===== config.mk =====
export PLATFORM = sky130hd
export DESIGN_NAME = persiana_multinivel_flat
export DESIGN_NICKNAME = d
export VERILOG_FILES = /design/src/rtl/persiana_pkg.sv /design/src/rtl/persiana_multinivel_if.sv /design/src/rtl/persiana_temporizador.sv /design/src/rtl/persiana_multinivel.sv /design/src/flat_wrapper.sv
export SDC_FILE = /design/constraint.sdc
export NUM_CORES = 1
export LEC_CHECK = 0
export ABC_AREA = 1
export CAP_MARGIN = 20
export CORE_MARGIN = 10
export CORE_UTILIZATION = 38
export DETAILED_ROUTE_END_ITERATION = 16
export DONT_BUFFER_PORTS = 1
export HOLD_SLACK_MARGIN = 0.05
export RECOVER_POWER = 100
export SLEW_MARGIN = 5
export SYNTH_ARGS = -nofsm -noshare
export SYNTH_HDL_FRONTEND = slang
export SYNTH_SLANG_ARGS = --single-unit

===== constraint.sdc =====
create_clock -name reloj -period 3.4 [get_ports reloj]
set_input_delay 0.17 -clock reloj [delete_from_list [all_inputs] [get_ports reloj]]
set_output_delay 0.17 -clock reloj [all_outputs]
set_load 0.1 [all_outputs]

===== src/rtl/persiana_pkg.sv =====
// Shared types and helpers for the multi-level blind controller.
package persiana_pkg;

  typedef enum logic [1:0] {
    REPOSO   = 2'd0,
    SUBIENDO = 2'd1,
    BAJANDO  = 2'd2,
    PAUSA    = 2'd3
  } estado_e;

  function automatic int pos_width(input int niveles);
    return (niveles > 2) ? $clog2(niveles) : 1;
  endfunction

  function automatic int pos_medio(input int niveles);
    return (niveles - 1) / 2;
  endfunction

endpackage


===== src/rtl/persiana_multinivel_if.sv =====
// Command/sensor inputs and motor/position outputs of the blind controller.
interface persiana_multinivel_if
  import persiana_pkg::*;
#(
  parameter int NIVELES = 4,
  parameter int SW      = 8
);
  localparam int PW = pos_width(NIVELES);

  logic          ab;
  logic          me;
  logic          ba;
  logic          auto;
  logic [SW-1:0] luz;
  logic [PW-1:0] pos;
  logic          motor_sube;
  logic          motor_baja;
  logic          ocupado;

  modport master (
    output ab, me, ba, auto, luz,
    input  pos, motor_sube, motor_baja, ocupado
  );

  modport slave (
    input  ab, me, ba, auto, luz,
    output pos, motor_sube, motor_baja, ocupado
  );
endinterface


===== src/rtl/persiana_temporizador.sv =====
// Loadable up/down counter with synchronous clear and terminal-count flag.
module persiana_temporizador #(
  parameter int W = 3
) (
  input  logic         reloj,
  input  logic         reset,
  input  logic         i_clr,
  input  logic         i_load,
  input  logic [W-1:0] i_valor,
  input  logic         i_en,
  input  logic         i_sube,
  input  logic [W-1:0] i_limite,
  output logic         o_tc
);
  logic [W-1:0] r_cuenta;

  // NOTE: reset is synchronous and active-low, so it lives inside the clocked block.
  always_ff @(posedge reloj) begin
    if (!reset)      r_cuenta <= '0;
    else if (i_clr)  r_cuenta <= '0;
    else if (i_load) r_cuenta <= i_valor;
    else if (i_en)   r_cuenta <= i_sube ? r_cuenta + W'(1) : r_cuenta - W'(1);
  end

  // Counting up ends at the limit; counting down ends at zero.
  assign o_tc = i_sube ? (r_cuenta == i_limite) : (r_cuenta == '0);
endmodule


===== src/rtl/persiana_multinivel.sv =====
// Multi-level blind controller: ab/me/ba targets, per-level travel time, reversal dead time.
// Macro PERSIANA_AUTO_EN enables the light-sensor auto mode; otherwise auto/luz are ignored.
module persiana_multinivel
  import persiana_pkg::*;
#(
  parameter int NIVELES     = 4,
  parameter int STEP_CYCLES = 5,
  parameter int DEAD_CYCLES = 2,
  parameter int SW          = 8,
  parameter int UMBRAL_BAJO = 40,
  parameter int UMBRAL_ALTO = 200
) (
  input logic                  reloj,
  input logic                  reset,
  persiana_multinivel_if.slave bus
);
  localparam int PW    = pos_width(NIVELES);
  localparam int T_MAX = (STEP_CYCLES > DEAD_CYCLES) ? STEP_CYCLES : DEAD_CYCLES;
  localparam int TW    = $clog2(T_MAX + 1);
  localparam logic [PW-1:0] POS_MAX = PW'(NIVELES - 1);
  localparam logic [PW-1:0] POS_MID = PW'(pos_medio(NIVELES));

  estado_e       r_estado, w_estado_next;
  logic [PW-1:0] r_pos, w_pos_next;
  logic [PW-1:0] r_objetivo, w_objetivo_next;
  logic          r_motor_sube, r_motor_baja, r_ocupado;
  logic          w_paso_clr, w_paso_en, w_paso_tc;
  logic          w_pausa_load, w_pausa_en, w_pausa_tc;
  logic          w_auto_valido;
  logic [PW-1:0] w_auto_objetivo;

`ifdef PERSIANA_AUTO_EN
  // Between the thresholds auto mode is not valid, so objetivo simply holds.
  assign w_auto_valido   = bus.auto && (r_estado == REPOSO) &&
                           ((bus.luz <= SW'(UMBRAL_BAJO)) || (bus.luz >= SW'(UMBRAL_ALTO)));
  assign w_auto_objetivo = (bus.luz <= SW'(UMBRAL_BAJO)) ? POS_MAX : POS_MID;
`else
  logic w_unused_auto;
  assign w_unused_auto   = ^{bus.auto, bus.luz, SW'(UMBRAL_BAJO), SW'(UMBRAL_ALTO)};
  assign w_auto_valido   = 1'b0;
  assign w_auto_objetivo = '0;
`endif

  always_comb begin
    w_objetivo_next = r_objetivo;
    if (bus.ab)             w_objetivo_next = POS_MAX;
    else if (bus.me)        w_objetivo_next = POS_MID;
    else if (bus.ba)        w_objetivo_next = '0;
    else if (w_auto_valido) w_objetivo_next = w_auto_objetivo;
  end

  always_comb begin
    // NOTE: every signal written here gets a default first, so no latch can be inferred.
    w_estado_next = r_estado;
    w_pos_next    = r_pos;
    w_paso_clr    = 1'b0;
    w_paso_en     = 1'b0;
    w_pausa_load  = 1'b0;
    w_pausa_en    = 1'b0;
    case (r_estado)
      REPOSO: begin
        w_paso_clr = 1'b1;
        if (r_objetivo > r_pos)      w_estado_next = SUBIENDO;
        else if (r_objetivo < r_pos) w_estado_next = BAJANDO;
      end
      SUBIENDO: begin
        if (r_objetivo <= r_pos) begin
          w_estado_next = PAUSA;
          w_paso_clr    = 1'b1;
          w_pausa_load  = 1'b1;
        end else if (w_paso_tc) begin
          w_paso_clr = 1'b1;
          w_pos_next = (r_pos == POS_MAX) ? r_pos : r_pos + PW'(1);
          if (w_pos_next == r_objetivo) w_estado_next = REPOSO;
        end else begin
          w_paso_en = 1'b1;
        end
      end
      BAJANDO: begin
        if (r_objetivo >= r_pos) begin
          w_estado_next = PAUSA;
          w_paso_clr    = 1'b1;
          w_pausa_load  = 1'b1;
        end else if (w_paso_tc) begin
          w_paso_clr = 1'b1;
          w_pos_next = (r_pos == '0) ? r_pos : r_pos - PW'(1);
          if (w_pos_next == r_objetivo) w_estado_next = REPOSO;
        end else begin
          w_paso_en = 1'b1;
        end
      end
      PAUSA: begin
        w_pausa_en = !w_pausa_tc;
        if (w_pausa_tc) begin
          if (r_objetivo > r_pos)      w_estado_next = SUBIENDO;
          else if (r_objetivo < r_pos) w_estado_next = BAJANDO;
          else                         w_estado_next = REPOSO;
        end
      end
      default: w_estado_next = REPOSO;
    endcase
  end

  persiana_temporizador #(.W(TW)) u_paso (
    .reloj    (reloj),
    .reset    (reset),
    .i_clr    (w_paso_clr),
    .i_load   (1'b0),
    .i_valor  ('0),
    .i_en     (w_paso_en),
    .i_sube   (1'b1),
    .i_limite (TW'(STEP_CYCLES - 1)),
    .o_tc     (w_paso_tc)
  );

  // Dead time counts down from DEAD_CYCLES-1, loaded on the edge that enters PAUSA.
  persiana_temporizador #(.W(TW)) u_pausa (
    .reloj    (reloj),
    .reset    (reset),
    .i_clr    (1'b0),
    .i_load   (w_pausa_load),
    .i_valor  (TW'(DEAD_CYCLES - 1)),
    .i_en     (w_pausa_en),
    .i_sube   (1'b0),
    .i_limite ('0),
    .o_tc     (w_pausa_tc)
  );

  // NOTE: state and outputs use non-blocking assignments so every register sees pre-edge values.
  always_ff @(posedge reloj) begin
    if (!reset) begin
      r_estado     <= REPOSO;
      r_pos        <= '0;
      r_objetivo   <= '0;
      r_motor_sube <= 1'b0;
      r_motor_baja <= 1'b0;
      r_ocupado    <= 1'b0;
    end else begin
      r_estado     <= w_estado_next;
      r_pos        <= w_pos_next;
      r_objetivo   <= w_objetivo_next;
      r_motor_sube <= (w_estado_next == SUBIENDO);
      r_motor_baja <= (w_estado_next == BAJANDO);
      r_ocupado    <= (w_estado_next != REPOSO);
    end
  end

  assign bus.pos        = r_pos;
  assign bus.motor_sube = r_motor_sube;
  assign bus.motor_baja = r_motor_baja;
  assign bus.ocupado    = r_ocupado;
endmodule


===== src/flat_wrapper.sv =====
// flat-port wrapper written by rule: the top's interface ports become plain ports
module persiana_multinivel_flat import persiana_pkg::*;
#(
  parameter int NIVELES     = 4,
  parameter int STEP_CYCLES = 5,
  parameter int DEAD_CYCLES = 2,
  parameter int SW          = 8,
  parameter int UMBRAL_BAJO = 40,
  parameter int UMBRAL_ALTO = 200
)
  (reloj, reset, bus_ab, bus_me, bus_ba, bus_auto, bus_luz, bus_pos, bus_motor_sube, bus_motor_baja, bus_ocupado);
  persiana_multinivel_if #(.NIVELES(NIVELES), .SW(SW)) bus_i ();
  input logic reloj;
  input logic reset;
  input wire logic [$bits(bus_i.ab)-1:0] bus_ab;
  input wire logic [$bits(bus_i.me)-1:0] bus_me;
  input wire logic [$bits(bus_i.ba)-1:0] bus_ba;
  input wire logic [$bits(bus_i.auto)-1:0] bus_auto;
  input wire logic [$bits(bus_i.luz)-1:0] bus_luz;
  output wire logic [$bits(bus_i.pos)-1:0] bus_pos;
  output wire logic [$bits(bus_i.motor_sube)-1:0] bus_motor_sube;
  output wire logic [$bits(bus_i.motor_baja)-1:0] bus_motor_baja;
  output wire logic [$bits(bus_i.ocupado)-1:0] bus_ocupado;
  assign bus_i.ab = bus_ab;
  assign bus_i.me = bus_me;
  assign bus_i.ba = bus_ba;
  assign bus_i.auto = bus_auto;
  assign bus_i.luz = bus_luz;
  assign bus_pos = bus_i.pos;
  assign bus_motor_sube = bus_i.motor_sube;
  assign bus_motor_baja = bus_i.motor_baja;
  assign bus_ocupado = bus_i.ocupado;
  persiana_multinivel #(.NIVELES(NIVELES), .STEP_CYCLES(STEP_CYCLES), .DEAD_CYCLES(DEAD_CYCLES), .SW(SW), .UMBRAL_BAJO(UMBRAL_BAJO), .UMBRAL_ALTO(UMBRAL_ALTO)) u_core (.reloj(reloj), .reset(reset), .bus(bus_i));
endmodule

==> results of run 1 <==
-- how the worst max path moves through the flow --
stage | end | slack (ns) | cells after the start | start
floorplan | u_core.bus.ocupado | 0.99 | 12 | u_core.bus.pos[1]
global placement | u_core.bus.ocupado | 1.29 | 13 | u_core.bus.pos[1]
detailed placement | u_core.bus.ocupado | 1.26 | 13 | u_core.bus.pos[1]
CTS | u_core.bus.ocupado | 1.25 | 13 | u_core.bus.pos[1]
global route | u_core.u_paso.r_cuenta[2] | 0.85 | 10 | u_core.bus.pos[1]
finish | u_core.u_paso.r_cuenta[2] | 1.05 | 10 | u_core.bus.pos[1]
-- per-layer routing --
layer	GRT usage, %	vias up
li1	-	467
met1	9.112	381
met2	15.77	5
met3	2.119	4
met4	2.632	0
met5	0	-
-- through the flow --
stage / utilization, % / instances / area, um2 / hold slack (ns) / worst slack (ns)
3_5_place_dp: 41.39 / 173 / 1016 / 0.3098 / 1.262
5_1_grt: 42.66 / 179 / 1047 / 0.06117 / 0.8456
2_1_floorplan: - / 141 / 963.4 / 0.2877 / 0.9939
4_1_cts: 43.32 / 179 / 1064 / 0.06214 / 1.250
6_report: 42.66 / 179 / 1047 / 0.06171 / 1.049
3_3_place_gp: 41.39 / 173 / 1016 / 0.2988 / 1.285
-- flip-flops by register name (all words and copies together) (netlist names) --
name,cells
u_core.bus.motor_baja,1
u_core.bus.motor_sube,1
u_core.bus.ocupado,1
u_core.bus.pos,2
u_core.r_estado,2
u_core.r_objetivo,2
u_core.u_paso.r_cuenta,3
u_core.u_pausa.r_cuenta,3
-- cells in the final DEF, fill, tap and decap left out, types with 7 or more instances in the layout --
| master | instances |
|---|---|
| nand2_1 | 43 |
| inv_1 | 20 |
| dfxtp_1 | 15 |
| a21oi_1 | 10 |
| ha_1 | 10 |
| o21ai_0 | 8 |
| nor2_1 | 8 |
| nand3_1 | 7 |
-- report_power, final --
| group | total, mW | internal, mW | switching, mW |
|---|---|---|---|
| Clock | 0.101 | 0.0437 | 0.0576 |
| Combinational | 0.560 | 0.172 | 0.388 |
| Sequential | 0.369 | 0.222 | 0.147 |
| Total | 1.03 | 0.437 | 0.593 |
-- cell families (layout without fill, tap and decap cells) --
family | after synthesis | in the layout
compound gates | 21 | 21
buf+inv | 23 | 31
simple gates | 70 | 70
xor+xnor | 2 | 2
flops | 15 | 15
fa+ha+maj | 10 | 10
-- cell type report --
class                           count  area share, %
Inverter                           23          8.244
Sequential cell                    15          28.67
Tap cell                           30          3.584
Clock buffer                        3          2.151
Clock inverter                      1         0.4779
Multi-Input combinational cell    103          53.52
Timing Repair Buffer                4          3.345
-- repair_timing --
item / CTS / global route
buffers inserted: 0 / 0
hold buffers: 2 / 0
endpoints found under the hold margin: 7 / 0
-- worst max-delay path, delay by kind of cell, from the launching register on --
kind,cells,cell delay [ns]
simple gates,4,0.51
flops,1,0.32
compound gates,1,0.42
buf+inv,3,0.51
fa+ha+maj,1,0.35
xor+xnor,1,0.17
==> metrics.txt, run 1 <==
total negative setup slack=0 ns; top post-synthesis cells by area=dfxtp_1, nand2_1, ha_1; RSZ-0062 raised after global routing=false; Yosys top cell by area=dfxtp_1; Mapped Area=963.4 um2; Synth Area in XOR/XNOR=1.818%; dpl hpwl=1622 um; count of clock tree sinks=15; total number of vias=857; initial antenna violation count=0; DR DRC count=0; Critical R2R Capture=u_core.u_paso.r_cuenta[2]; Yosys reg bits=15; DR pass1 iterations=4; post-DR vias/cell=4.788; # nets final=174; r2r startpoint=u_core.bus.pos[1]; final cycle utilization of the critical path=69.14%; DIE HEIGHT=70.35 um; average size of a mapped cell=6.833 um2; Max Transition Viols Final=0; top cell type's share of synthesized area=31.17%; Cell Rows=18; CP arrival=2.58 ns; Hold Fails Final Rpt=0; gr usage total=8.529%; Worst-Margin Slew=0.9467 ns; Total Wirelength=1989 um; die width=70.35 um; status=complete, no violations; Setup Skew=0.007910 ns; number of flops mapped to enable cells by yosys=0; Initial Util=39.25%; CP max stage delay=0.42 ns; WL met2=1056 um; minimum clock period=2.351 ns; Top-Level Pins=19; CTS resizes=0; Tot Pwr=1.030 mW; commonest cells in the netlist=nand2_1, inv_1, dfxtp_1; GP Congestion=0.8207; Yosys cell types=24; TritonCTS Buffers=3; CTS tree=done; sequential element share of the synthesized area=31.17%; residual overflow from global routing=0; routed len/inst=11.11 um; critical path peak fanout=7; M1 wire length=875 um; ys flop type=dfxtp_1; Gate Count Post-Synth=141; Max-Cap Viols=0; Hold Startpoint=bus_ba; largest net degree at the start of global routing=10; worst hold path depth=3; H-tree depth=1; adder-cell share of the synthesized area=12.99%; Inserted Diodes=0; Core Footprint=2455 um2; critical-path cell list=buf_4 > inv_1 > ha_1 > nand2_1 > nand2_1 > o21ai_0 > nand3_1 > xnor2_1 > inv_1 > nor2_1; relative slew slack=36.80%; Hold EP=u_core.r_objetivo[0]; setup violators final=0; number of I/O port buffers=0; post-synthesis simple-gate area fraction=33.12%; critical path required time=3.63 ns; antenna viol nets, final=0; P per Cell Area=983.9 nW/um2; vias in the first global route=845; Clock Pin Slew Worst Setup and Hold Paths=0.09 ns; Clk Latency, worst-skew pair=0.28 ns; type of origin of the critical path=flip-flop; Worst IR Drop VDD=0.4830 mV; Reg area=300.3 um2; mux cell area share after synthesis=0%; Synth Area in Compound Gates=11.95%; Setup CP Type=flip-flop to flip-flop; CTS root buffer=clkbuf_4; full die area=4949 um2; CP max-delay cell=o21ai_0; total leakage power=0.4946 nW; met3 wire len=32 um; Area Growth Syn to Fin=8.701%; layout cell share with drive strength beyond 1=9.396%; FF-to-FF setup slack=1.05 ns; worst reg-to-reg path cell count=10; Hold WC Path Type=input port to flip-flop; area of the multi-input gates=560.5 um2; async set-reset flop share out of synthesis=0%; cell with the most instances after synthesis=nand2_1; Synthesis Warnings=0; Synthesized Nets=165; Max Fclk=425.4 MHz; Iteration-0 DRC Markers=40; largest family of logic cells by synthesized area=simple AND/OR/NAND/NOR gates; Max Used Layer=met4; global-route wire length before repair=3650 um; Max clock buf depth=2; endpoint kind of the worst setup timing path=flip-flop; Fill cells=274
Power figures use the tool's default switching activity.
==> run 2: changes to the inputs <==
==> constraint.sdc (replaced) <==
create_clock -name reloj -period 2 [get_ports reloj]
set_input_delay 0.1 -clock reloj [delete_from_list [all_inputs] [get_ports reloj]]
set_output_delay 0.1 -clock reloj [all_outputs]
set_load 0.1 [all_outputs]
==> run 2 against run 1 <==
Final cell count is 3.4% higher. Maximum frequency is 31% higher. Clock-buffer cell count stayed put. Critical path type unchanged. Clock skew is 0.0048 ns lower. Critical path depth is 1 higher. Setup slack worse by 0.84 ns. Wire length is 3.3% higher.
==> metrics.txt, run 2 (synthesis results as in run 1) <==
P per Cell Area=1649 nW/um2 (+68%); final cycle utilization of the critical path=89.42% (+20 points); relative slew slack=21.80% (-15 points); Worst IR Drop VDD=0.8303 mV (+72%); CP max stage delay=0.44 ns (+0.02 ns); Max clock buf depth=2 (unchanged); total negative setup slack=0 ns (unchanged); endpoint kind of the worst setup timing path=flip-flop; CP arrival=1.98 ns (-0.60 ns); CP max-delay cell=dfxtp_1; CTS root buffer=clkbuf_4; DIE HEIGHT=70.35 um (unchanged); Clk Latency, worst-skew pair=0.29 ns (about the same); total number of vias=913 (+6.5%); GP Congestion=0.7750 (-5.6%); Core Footprint=2455 um2 (unchanged); global-route wire length before repair=3567 um (-2.3%); worst hold path depth=2 (-1); Hold WC Path Type=input port to flip-flop; minimum clock period=1.788 ns (-0.5621 ns); status=complete, no violations; area of the multi-input gates=578.1 um2 (+3.1%); Inserted Diodes=0 (unchanged); Critical R2R Capture=u_core.bus.ocupado; RSZ-0062 raised after global routing=false; residual overflow from global routing=0 (unchanged); CTS tree=done; Cell Rows=18 (unchanged); gr usage total=8.421% (-0.11 points); Worst setup endpoint=u_core.bus.ocupado; TritonCTS Buffers=3 (unchanged); Max Transition Viols Final=0 (unchanged); final hold slack=0.08330 ns (+0.02159 ns); r2r startpoint=u_core.r_objetivo[1]; setup violators final=0 (unchanged); leading cell types in the layout, fill and taps excluded=nand2_1, inv_1, dfxtp_1, ha_1, a21oi_1; Setup Skew=0.003153 ns (-0.004758 ns); type of origin of the critical path=flip-flop; Top Registers=u_core.u_paso.r_cuenta (3), u_core.u_pausa.r_cuenta (3); critical path peak fanout=6 (-1); vias in the first global route=845 (unchanged); Worst-Margin Slew=1.178 ns (+0.2313 ns); die width=70.35 um (unchanged); Top-Level Pins=19 (unchanged); dpl hpwl=1560 um (-3.8%); Clock Pin Slew Worst Setup and Hold Paths=0.09 ns (about the same); number of I/O port buffers=0 (unchanged); full die area=4949 um2 (unchanged); commonest non-fill, non-tap cell in the layout=nand2_1; worst reg-to-reg path cell count=11 (+1); Setup CP Type=flip-flop to flip-flop; H-tree depth=1 (unchanged); total leakage power=0.5156 nW (+4.2%); post-DR vias/cell=4.935 (+3.1%); count of clock tree sinks=15 (unchanged); Hold Fails Final Rpt=0 (unchanged); largest net degree at the start of global routing=10 (unchanged); Max-Cap Viols=0 (unchanged); Total Wirelength=2054 um (+3.3%); Critical path origin=u_core.r_objetivo[1]; Area Growth Syn to Fin=15.33%; antenna viol nets, final=0 (unchanged); routed len/inst=11.10 um (about the same); FF-to-FF setup slack=0.21 ns (-0.84 ns); critical-path cell list=ha_1 > nand2_1 > nand2_1 > nand2_1 > nand2_1 > nor3_2 > nand2_1 > nand2_1 > nor2_4 > inv_2 > nand2_1; # nets final=180 (+3.4%); Initial Util=39.25% (unchanged); DR pass1 iterations=4 (unchanged); Iteration-0 DRC Markers=29 (-28%); Max Fclk=559.1 MHz (+31%); critical path required time=2.19 ns (-1.44 ns); Reg area=305.3 um2 (+1.7%); initial antenna violation count=0 (unchanged); Fill cells=243 (-11%); layout cell share with drive strength beyond 1=14.19% (+4.8 points); most frequent CP cell=nand2_1; DR DRC count=0 (unchanged)
==> run 2: cell count changes in the layout (fill, tap and decap cells not counted), moves of 2 or more <==
| cell | previous run | this run |
|---|---|---|
| clkbuf_1 | 0 | 3 |
| dlygate4sd3_1 | 2 | 5 |
| dfxtp_1 | 15 | 13 |
| nand2_1 | 43 | 41 |
| nand2_2 | 1 | 3 |
==> run 2: cell type report <==
class,count,area share (%)
multi-input cells,103,52.03
repair buffers,10,6.869
flip-flops and latches,15,27.48
inverters,23,7.770
well taps,30,3.378
clock buffers,3,2.027
clock inverters,1,0.4504
==> run 2: report_power, final <==
part           internal (mW)  switching, mW
sequential             0.384         0.0477
clock                 0.0744          0.102
combinational          0.327          0.897
==> run 2: worst min-delay path by stage <==
stage | from | endpoint
finish | reset | u_core.r_objetivo[1]
global route | reset | u_core.u_pausa.r_cuenta[0]
CTS | reset | u_core.r_objetivo[1]
detailed placement | reset | u_core.r_estado[0]
global placement | bus_ab | u_core.r_objetivo[1]
floorplan | bus_ab | u_core.r_objetivo[1]
==> run 2: worst max-delay path: cells and delay by family, from the launching register on <==
| family | cells | cell delay (ns) |
|---|---|---|
| adder cells (fa/ha/maj) | 1 | 0.31 |
| buffers and inverters | 1 | 0.06 |
| flip-flops | 1 | 0.44 |
| AND/OR/NAND/NOR | 9 | 0.87 |
==> run 2: repair_timing <==
item,4_1_cts,5_1_grt
setup endpoints to repair,0,3
endpoints found under the hold margin,11,0
hold buffers,5,0
gates resized for setup,0,1
setup buffers,0,0
==> run 2: metrics by stage <==
step / util (%) / setup WS (ns) / std cells / area, um2 / power [mW]
floorplan: - / 0.09953 / 141 / 968.4 / 1.456
global placement: 42.51 / 0.2320 / 176 / 1044 / 1.665
detailed placement: 42.51 / 0.2504 / 176 / 1044 / 1.674
CTS: 45.67 / 0.2097 / 185 / 1121 / 1.871
global route: 45.26 / 0.005546 / 185 / 1111 / 1.992
finish: 45.26 / 0.2115 / 185 / 1111 / 1.833
==> run 2: per-layer routing <==
metal	wire length (um)	track usage (%)
met3	64	2.119
met5	0	0
met4	58	4.605
met1	902	9.127
met2	1028	14.47
